`config.mk`:
```
export PLATFORM = sky130hd
export DESIGN_NAME = servant_ram_loader
export DESIGN_NICKNAME = d
export VERILOG_FILES = /design/src/rtl/servant_loader_pkg.sv /design/src/rtl/servant_loader_wordpack.sv /design/src/rtl/servant_ram_loader.sv
export SDC_FILE = /design/constraint.sdc
export NUM_CORES = 1
export LEC_CHECK = 0
export ABC_AREA = 1
export CORE_MARGIN = 3
export CORE_UTILIZATION = 45
export CTS_BUF_LIST = sky130_fd_sc_hd__clkbuf_16
export DETAILED_ROUTE_END_ITERATION = 16
export GPL_TIMING_DRIVEN = 0
export PLACE_DENSITY = 0.79
export SYNTH_ARGS = -nofsm -noshare
export SYNTH_HDL_FRONTEND = slang
export SYNTH_SLANG_ARGS = --single-unit
export TNS_END_PERCENT = 100
```
`constraint.sdc`:
```
create_clock -name i_wb_clk -period 1.95 [get_ports i_wb_clk]
set_clock_uncertainty 0.15 [all_clocks]
set_input_delay 0.39 -clock i_wb_clk [delete_from_list [all_inputs] [get_ports i_wb_clk]]
set_output_delay 0.39 -clock i_wb_clk [all_outputs]
set_load 0.02 [all_outputs]
```
`src/rtl/servant_loader_pkg.sv`:
```
// Shared definitions for the servant RAM boot loader: FSM state encoding,
// header length and the fixed Wishbone byte-select value.
package servant_loader_pkg;

    // Loader FSM states (3-bit encoding)
    typedef enum logic [2:0] {
        HDR0  = 3'd0,
        HDR1  = 3'd1,
        DATA  = 3'd2,
        WRITE = 3'd3,
        CHK   = 3'd4,
        DONE  = 3'd5,
        ERR   = 3'd6
    } state_t;

    // The header is a 16-bit little-endian word count
    localparam int LEN_BYTES = 2;

    // Every RAM write is a full 32-bit word
    localparam logic [3:0] SEL_ALL = 4'hF;

endpackage

```
`src/rtl/servant_loader_wordpack.sv`:
```
// Byte-to-word packer: bytes arrive LSB first and are shifted in from the top,
// so after four enables byte 0 sits in [7:0] and byte 3 in [31:24].
// o_full flags that the lane counter is on the last lane, i.e. the next
// enabled byte completes the word.
module servant_loader_wordpack (
    input  logic        i_clk,
    input  logic        i_rst,
    input  logic        i_clr,
    input  logic        i_en,
    input  logic [7:0]  i_byte,
    output logic [31:0] o_word,
    output logic        o_full
);

    logic [31:0] word_q, word_d;
    logic [1:0]  lane_q, lane_d;

    // Shift the incoming byte into the top lane and advance the lane counter
    always_comb begin
        word_d = word_q;
        lane_d = lane_q;
        if (i_clr) begin
            word_d = 32'h0;
            lane_d = 2'd0;
        end else if (i_en) begin
            word_d = {i_byte, word_q[31:8]};
            lane_d = lane_q + 2'd1;
        end
    end

    // Packing registers; reset discards any partial word
    always_ff @(posedge i_clk) begin
        if (i_rst) begin
            word_q <= 32'h0;
            lane_q <= 2'd0;
        end else begin
            word_q <= word_d;
            lane_q <= lane_d;
        end
    end

    assign o_word = word_q;
    assign o_full = (lane_q == 2'd3);

endmodule

```
`src/rtl/servant_ram_loader.sv`:
```
// Boot loader in front of the servant RAM Wishbone port. Receives a byte
// stream (16-bit word count, then 4*N data bytes LSB first), writes the packed
// words from address 0 upward and keeps the SERV core in reset until the image
// is complete.
// Optional feature: define SERVANT_LOADER_CHECKSUM_EN to require one trailing
// byte equal to the XOR of all data bytes; a mismatch ends in the error state.
module servant_ram_loader
    import servant_loader_pkg::*;
#(
    parameter int depth = 256,
    parameter int aw    = $clog2(depth)
) (
    input  logic        i_wb_clk,
    input  logic        i_wb_rst,
    input  logic [7:0]  i_rx_data,
    input  logic        i_rx_valid,
    output logic        o_rx_ready,
    output logic [29:0] o_wb_adr,
    output logic [31:0] o_wb_dat,
    output logic [3:0]  o_wb_sel,
    output logic        o_wb_we,
    output logic        o_wb_cyc,
    input  logic        i_wb_ack,
    output logic        o_cpu_rst,
    output logic        o_done,
    output logic        o_error
);

    localparam int         IW        = aw - 2;
    localparam int         HDR_BITS  = 8 * LEN_BYTES;
    localparam logic [16:0] MAX_WORDS = 17'(depth / 4);

`ifdef SERVANT_LOADER_CHECKSUM_EN
    localparam state_t TAIL = CHK;
`else
    localparam state_t TAIL = DONE;
`endif

    state_t          state_q, state_d;
    logic [7:0]      len_lo_q, len_lo_d;
    logic [15:0]     len_q, len_d;
    logic [IW-1:0]   index_q, index_d;
    logic            rx_ready_q, rx_ready_d;
    logic            cyc_q, cyc_d;
    logic            cpu_rst_q, cpu_rst_d;
    logic            done_q, done_d;
    logic            error_q, error_d;
`ifdef SERVANT_LOADER_CHECKSUM_EN
    logic [7:0]      xor_q, xor_d;
`endif

    logic                accept;
    logic                ack;
    logic                last_word;
    logic [HDR_BITS-1:0] hdr_len;
    logic                pack_en;
    logic                pack_clr;
    logic                pack_full;
    logic [31:0]         pack_word;

    assign accept    = i_rx_valid & rx_ready_q;
    assign ack       = i_wb_ack & cyc_q;
    assign hdr_len   = {i_rx_data, len_lo_q};
    assign last_word = (({{(17-IW){1'b0}}, index_q} + 17'd1) == {1'b0, len_q});
    assign pack_en   = (state_q == DATA) && accept;
    assign pack_clr  = (state_q == HDR1) && accept;

    servant_loader_wordpack u_wordpack (
        .i_clk  (i_wb_clk),
        .i_rst  (i_wb_rst),
        .i_clr  (pack_clr),
        .i_en   (pack_en),
        .i_byte (i_rx_data),
        .o_word (pack_word),
        .o_full (pack_full)
    );

    // State and registered outputs; reset drops cyc and holds the core
    always_ff @(posedge i_wb_clk) begin
        if (i_wb_rst) begin
            state_q    <= HDR0;
            len_lo_q   <= 8'h0;
            len_q      <= 16'h0;
            index_q    <= '0;
            rx_ready_q <= 1'b0;
            cyc_q      <= 1'b0;
            cpu_rst_q  <= 1'b1;
            done_q     <= 1'b0;
            error_q    <= 1'b0;
`ifdef SERVANT_LOADER_CHECKSUM_EN
            xor_q      <= 8'h0;
`endif
        end else begin
            state_q    <= state_d;
            len_lo_q   <= len_lo_d;
            len_q      <= len_d;
            index_q    <= index_d;
            rx_ready_q <= rx_ready_d;
            cyc_q      <= cyc_d;
            cpu_rst_q  <= cpu_rst_d;
            done_q     <= done_d;
            error_q    <= error_d;
`ifdef SERVANT_LOADER_CHECKSUM_EN
            xor_q      <= xor_d;
`endif
        end
    end

    // Next-state: header parse, byte collection, one write per word, finish
    always_comb begin
        state_d = state_q;
        unique case (state_q)
            HDR0: if (accept) state_d = HDR1;
            HDR1: begin
                if (accept) begin
                    if ({1'b0, hdr_len} > MAX_WORDS) begin
                        state_d = ERR;
                    end else if (hdr_len == '0) begin
                        state_d = TAIL;
                    end else begin
                        state_d = DATA;
                    end
                end
            end
            DATA:  if (accept && pack_full) state_d = WRITE;
            WRITE: if (ack) state_d = last_word ? TAIL : DATA;
`ifdef SERVANT_LOADER_CHECKSUM_EN
            CHK:   if (accept) state_d = (i_rx_data == xor_q) ? DONE : ERR;
`endif
            DONE:  state_d = DONE;
            ERR:   state_d = ERR;
            default: state_d = HDR0;
        endcase
    end

    // Datapath: length capture, word index and running checksum
    always_comb begin
        len_lo_d = len_lo_q;
        len_d    = len_q;
        index_d  = index_q;
`ifdef SERVANT_LOADER_CHECKSUM_EN
        xor_d    = xor_q;
        if (pack_clr) xor_d = 8'h0;
        else if (pack_en) xor_d = xor_q ^ i_rx_data;
`endif
        if ((state_q == HDR0) && accept) len_lo_d = i_rx_data;
        if (pack_clr) begin
            len_d   = hdr_len;
            index_d = '0;
        end
        if ((state_q == WRITE) && ack && !last_word) index_d = index_q + 1'b1;
    end

    // Outputs follow the state being entered so they are registered with it
    always_comb begin
        rx_ready_d = (state_d == HDR0) || (state_d == HDR1) ||
                     (state_d == DATA) || (state_d == CHK);
        cyc_d      = (state_d == WRITE);
        cpu_rst_d  = (state_d != DONE);
        done_d     = (state_d == DONE);
        error_d    = (state_d == ERR);
    end

    assign o_rx_ready = rx_ready_q;
    assign o_wb_adr   = {{(30-IW){1'b0}}, index_q};
    assign o_wb_dat   = pack_word;
    assign o_wb_sel   = SEL_ALL;
    assign o_wb_we    = cyc_q;
    assign o_wb_cyc   = cyc_q;
    assign o_cpu_rst  = cpu_rst_q;
    assign o_done     = done_q;
    assign o_error    = error_q;

endmodule

```
==> results of run 1 <==
## logic make-up (layout without fill, tap and decap cells)
group / after synthesis / after routing / synth area share
flops: 72 / 72 / 0.452
fa+ha+maj: 2 / 2 / 0.00784
simple gates: 213 / 213 / 0.280
buf+inv: 78 / 153 / 0.127
other cells: 2 / 28 / 0.00235
compound gates: 81 / 81 / 0.130
## area by class of cell
type | instances | share of cell area
buffer | 45 | 0.0653
clock buffer | 9 | 0.0509
clock inverter | 7 | 0.0161
inverter | 33 | 0.0291
multi-input combinational | 324 | 0.353
sequential | 72 | 0.328
tap | 96 | 0.0271
timing repair buffer | 59 | 0.130
## per-layer routing
metal	vias up	share of wire	wire, um	GRT usage
met3	7	0.059	463	0.0653
met1	1387	0.44	3400	0.239
met5	-	0	0	0
met4	0	0.0081	63	0.0497
li1	1562	-	-	-
met2	93	0.50	3870	0.323
## metrics by stage
step                worst slack (ns)  cell area [sq um]  TNS, ns  std cells  utilization
detailed placement            -0.500               3960   -20.20        625        0.580
global placement              -0.428               3960   -17.00        625        0.580
global route                  -0.116               4430   -0.851        645        0.648
finish                        0.0206               4430        0        645        0.648
CTS                          0.00419               4290        0        641        0.628
floorplan                     0.0755               3290        0        474            -
## report_power, final
group	internal (mW)	leakage (nW)	total (mW)	switching [mW]
clock network	0.901	0.146	1.60	0.703
logic	0.123	1.11	0.323	0.200
registers	1.50	0.585	1.52	0.0207
## flip-flops by register name, indices dropped and copies added, names as in the netlist
signal and count:
index_q 6, len_lo_q 8, len_q 16, o_cpu_rst 1
o_done 1, o_error 1, o_rx_ready 1, o_wb_cyc 1
state_q 3, u_wordpack.lane_q 2, u_wordpack.o_word 32
## path summary, 6_finish.rpt
kind,slack (ns),endpoint,depth (start not counted),from
hold / removal,0.32,u_wordpack.o_word[7]$_SDFFE_PP0P_,2,u_wordpack.o_word[7]$_SDFFE_PP0P_
hold reg to reg,0.32,u_wordpack.o_word[7]$_SDFFE_PP0P_,2,u_wordpack.o_word[7]$_SDFFE_PP0P_
setup reg to reg,0.02,o_error$_SDFF_PP0_,16,index_q[1]$_SDFFE_PP0P_
setup / recovery,0.02,o_error$_SDFF_PP0_,16,index_q[1]$_SDFFE_PP0P_
## worst max-delay path: stages, from the launching register on
cell and delay (ns):
dfxtp_4 0.38, ha_4 0.18, nand2_4 0.09, inv_4 0.09, nand2_4 0.06, nand2_2 0.07, nand2_1 0.05, nand2_1 0.09
nand2_2 0.08, nor2_4 0.09, nand2_2 0.08, nand2_2 0.09, nand2_2 0.07, nand2_4 0.10, inv_2 0.04, nand2_1 0.05
nor2_1 0.03
## cells in the final DEF, fill, tap and decap left out, drive strengths merged
| cell | n |
|---|---|
| a21oi | 52 |
| buf | 37 |
| clkbuf | 21 |
| clkdlybuf4s50 | 52 |
| clkinv | 2 |
| conb | 28 |
| dfxtp | 72 |
| dlygate4sd2 | 3 |
| ha | 2 |
| inv | 38 |
| nand2 | 126 |
| nand3 | 21 |
| nand3b | 2 |
| nand4 | 3 |
| nor2 | 55 |
| nor3 | 5 |
| o211ai | 2 |
| o21a | 1 |
| o21ai | 25 |
| o21bai | 1 |
| or2 | 1 |
## repair_timing
| item | CTS | global route |
|---|---|---|
| pin swaps | 3 | 11 |
| buffers inserted | 0 | 4 |
| resized for setup | 11 | 40 |
| endpoints found under the setup margin | 47 | 44 |
==> metrics.cfg, run 1 <==
[clock_tree]
clockBufferDepth=2
ctsHoldBuffers=0
htreeDepth=3
cts.sinks=72
cts_tree=yes
cts_root_buf=clkbuf_16
cts_buffers=9
cts.reportedPaths.clkPinSlew_ns=0.06
clock_latency_ns=0.33

[cells_and_area]
seq_area_sq_um=1450
nets=558
n_antenna_cell=0
nFillCells=610
area.growth.synth_to_final_pct=38.7
multi_input_comb_area_sq_um=1560
drive_above_1_share=0.184

[detailed_routing]
vias_per_cell=4.73
drt_pass1_iterations=4
wl_um=7790
drt_iter0_markers=154
via_count=3049
wire_per_inst_um=12.1
antenna_left=0
drc=0

[timing]
slew_headroom=0.627
rsz0062_at_grt=yes
period_share=0.989
min_period_ns=1.93
slew_viol_final=0
fmax_ghz=0.518
hold_ws_ns=0.316
setup_viol=0
worst_slew_pin_slew_ns=0.560
timing.final.hold_violations=0

[floorplan]
start_util=0.467
rows=30
die_y_um=90.2
fp.coreArea_sq_um=6830
pin_count=84
dieArea_sq_um=8140
dieWidth_um=90.2

[power]
p_leak_nw=1.84
irDropWorstVdd_mv=0.559
power_mw=3.45
p_per_area_nw_per_um2=779

[yosys]
synth_cells=448
synth_area_leaders=dfxtp_1 (45%), nand2_1 (14%), a21oi_1 (8.2%)
yosys.area.top_type=dfxtp_1
avgSynthCellArea_sq_um=7.12
synthArstFlopShare=0
synth_cell_types=27
synth-edff-count=0
synth_common_cells=nand2_1 (120), dfxtp_1 (72), a21oi_1 (52), nor2_1 (52)
yosysMostFrequentCell=nand2_1
syn_area_sq_um=3190
synth_seq_cells=72
yosysTopAreaCellShare=0.452
yosysSeqAreaShare=0.452
yosysWarnings=0
synth_ff_type=dfxtp_1

[job]
cap_violations=0

[global_route]
grt_pass1_vias=2844
antenna_found_initial=0
grt_overflow=0
grt_max_degree=17
grt_pass1_wl_um=12900
globalRouteTotalUtil=0.193

[setup_path]
setup.worst_path.class=flip-flop to flip-flop
worstPathArrival_ns=1.98
cp-start-kind=flip-flop
required_ns=2.00
cp-end-kind=flip-flop
cp_max_fo=4

[outcome]
status=finished, final reports clean

[placed_design]
hpwl_um=5480
port_buffers=55
place_congestion=0.917

[hold_path]
hp-class=flip-flop to flip-flop

No activity file was read; power rests on OpenSTA's default activity.
==> run 2, diff against run 1 <==
- GPL_ROUTABILITY_DRIVEN: not set -> 0
==> results of run 2 <==
Same layout as run 1: the final DEF is identical, and so are final timing and power.
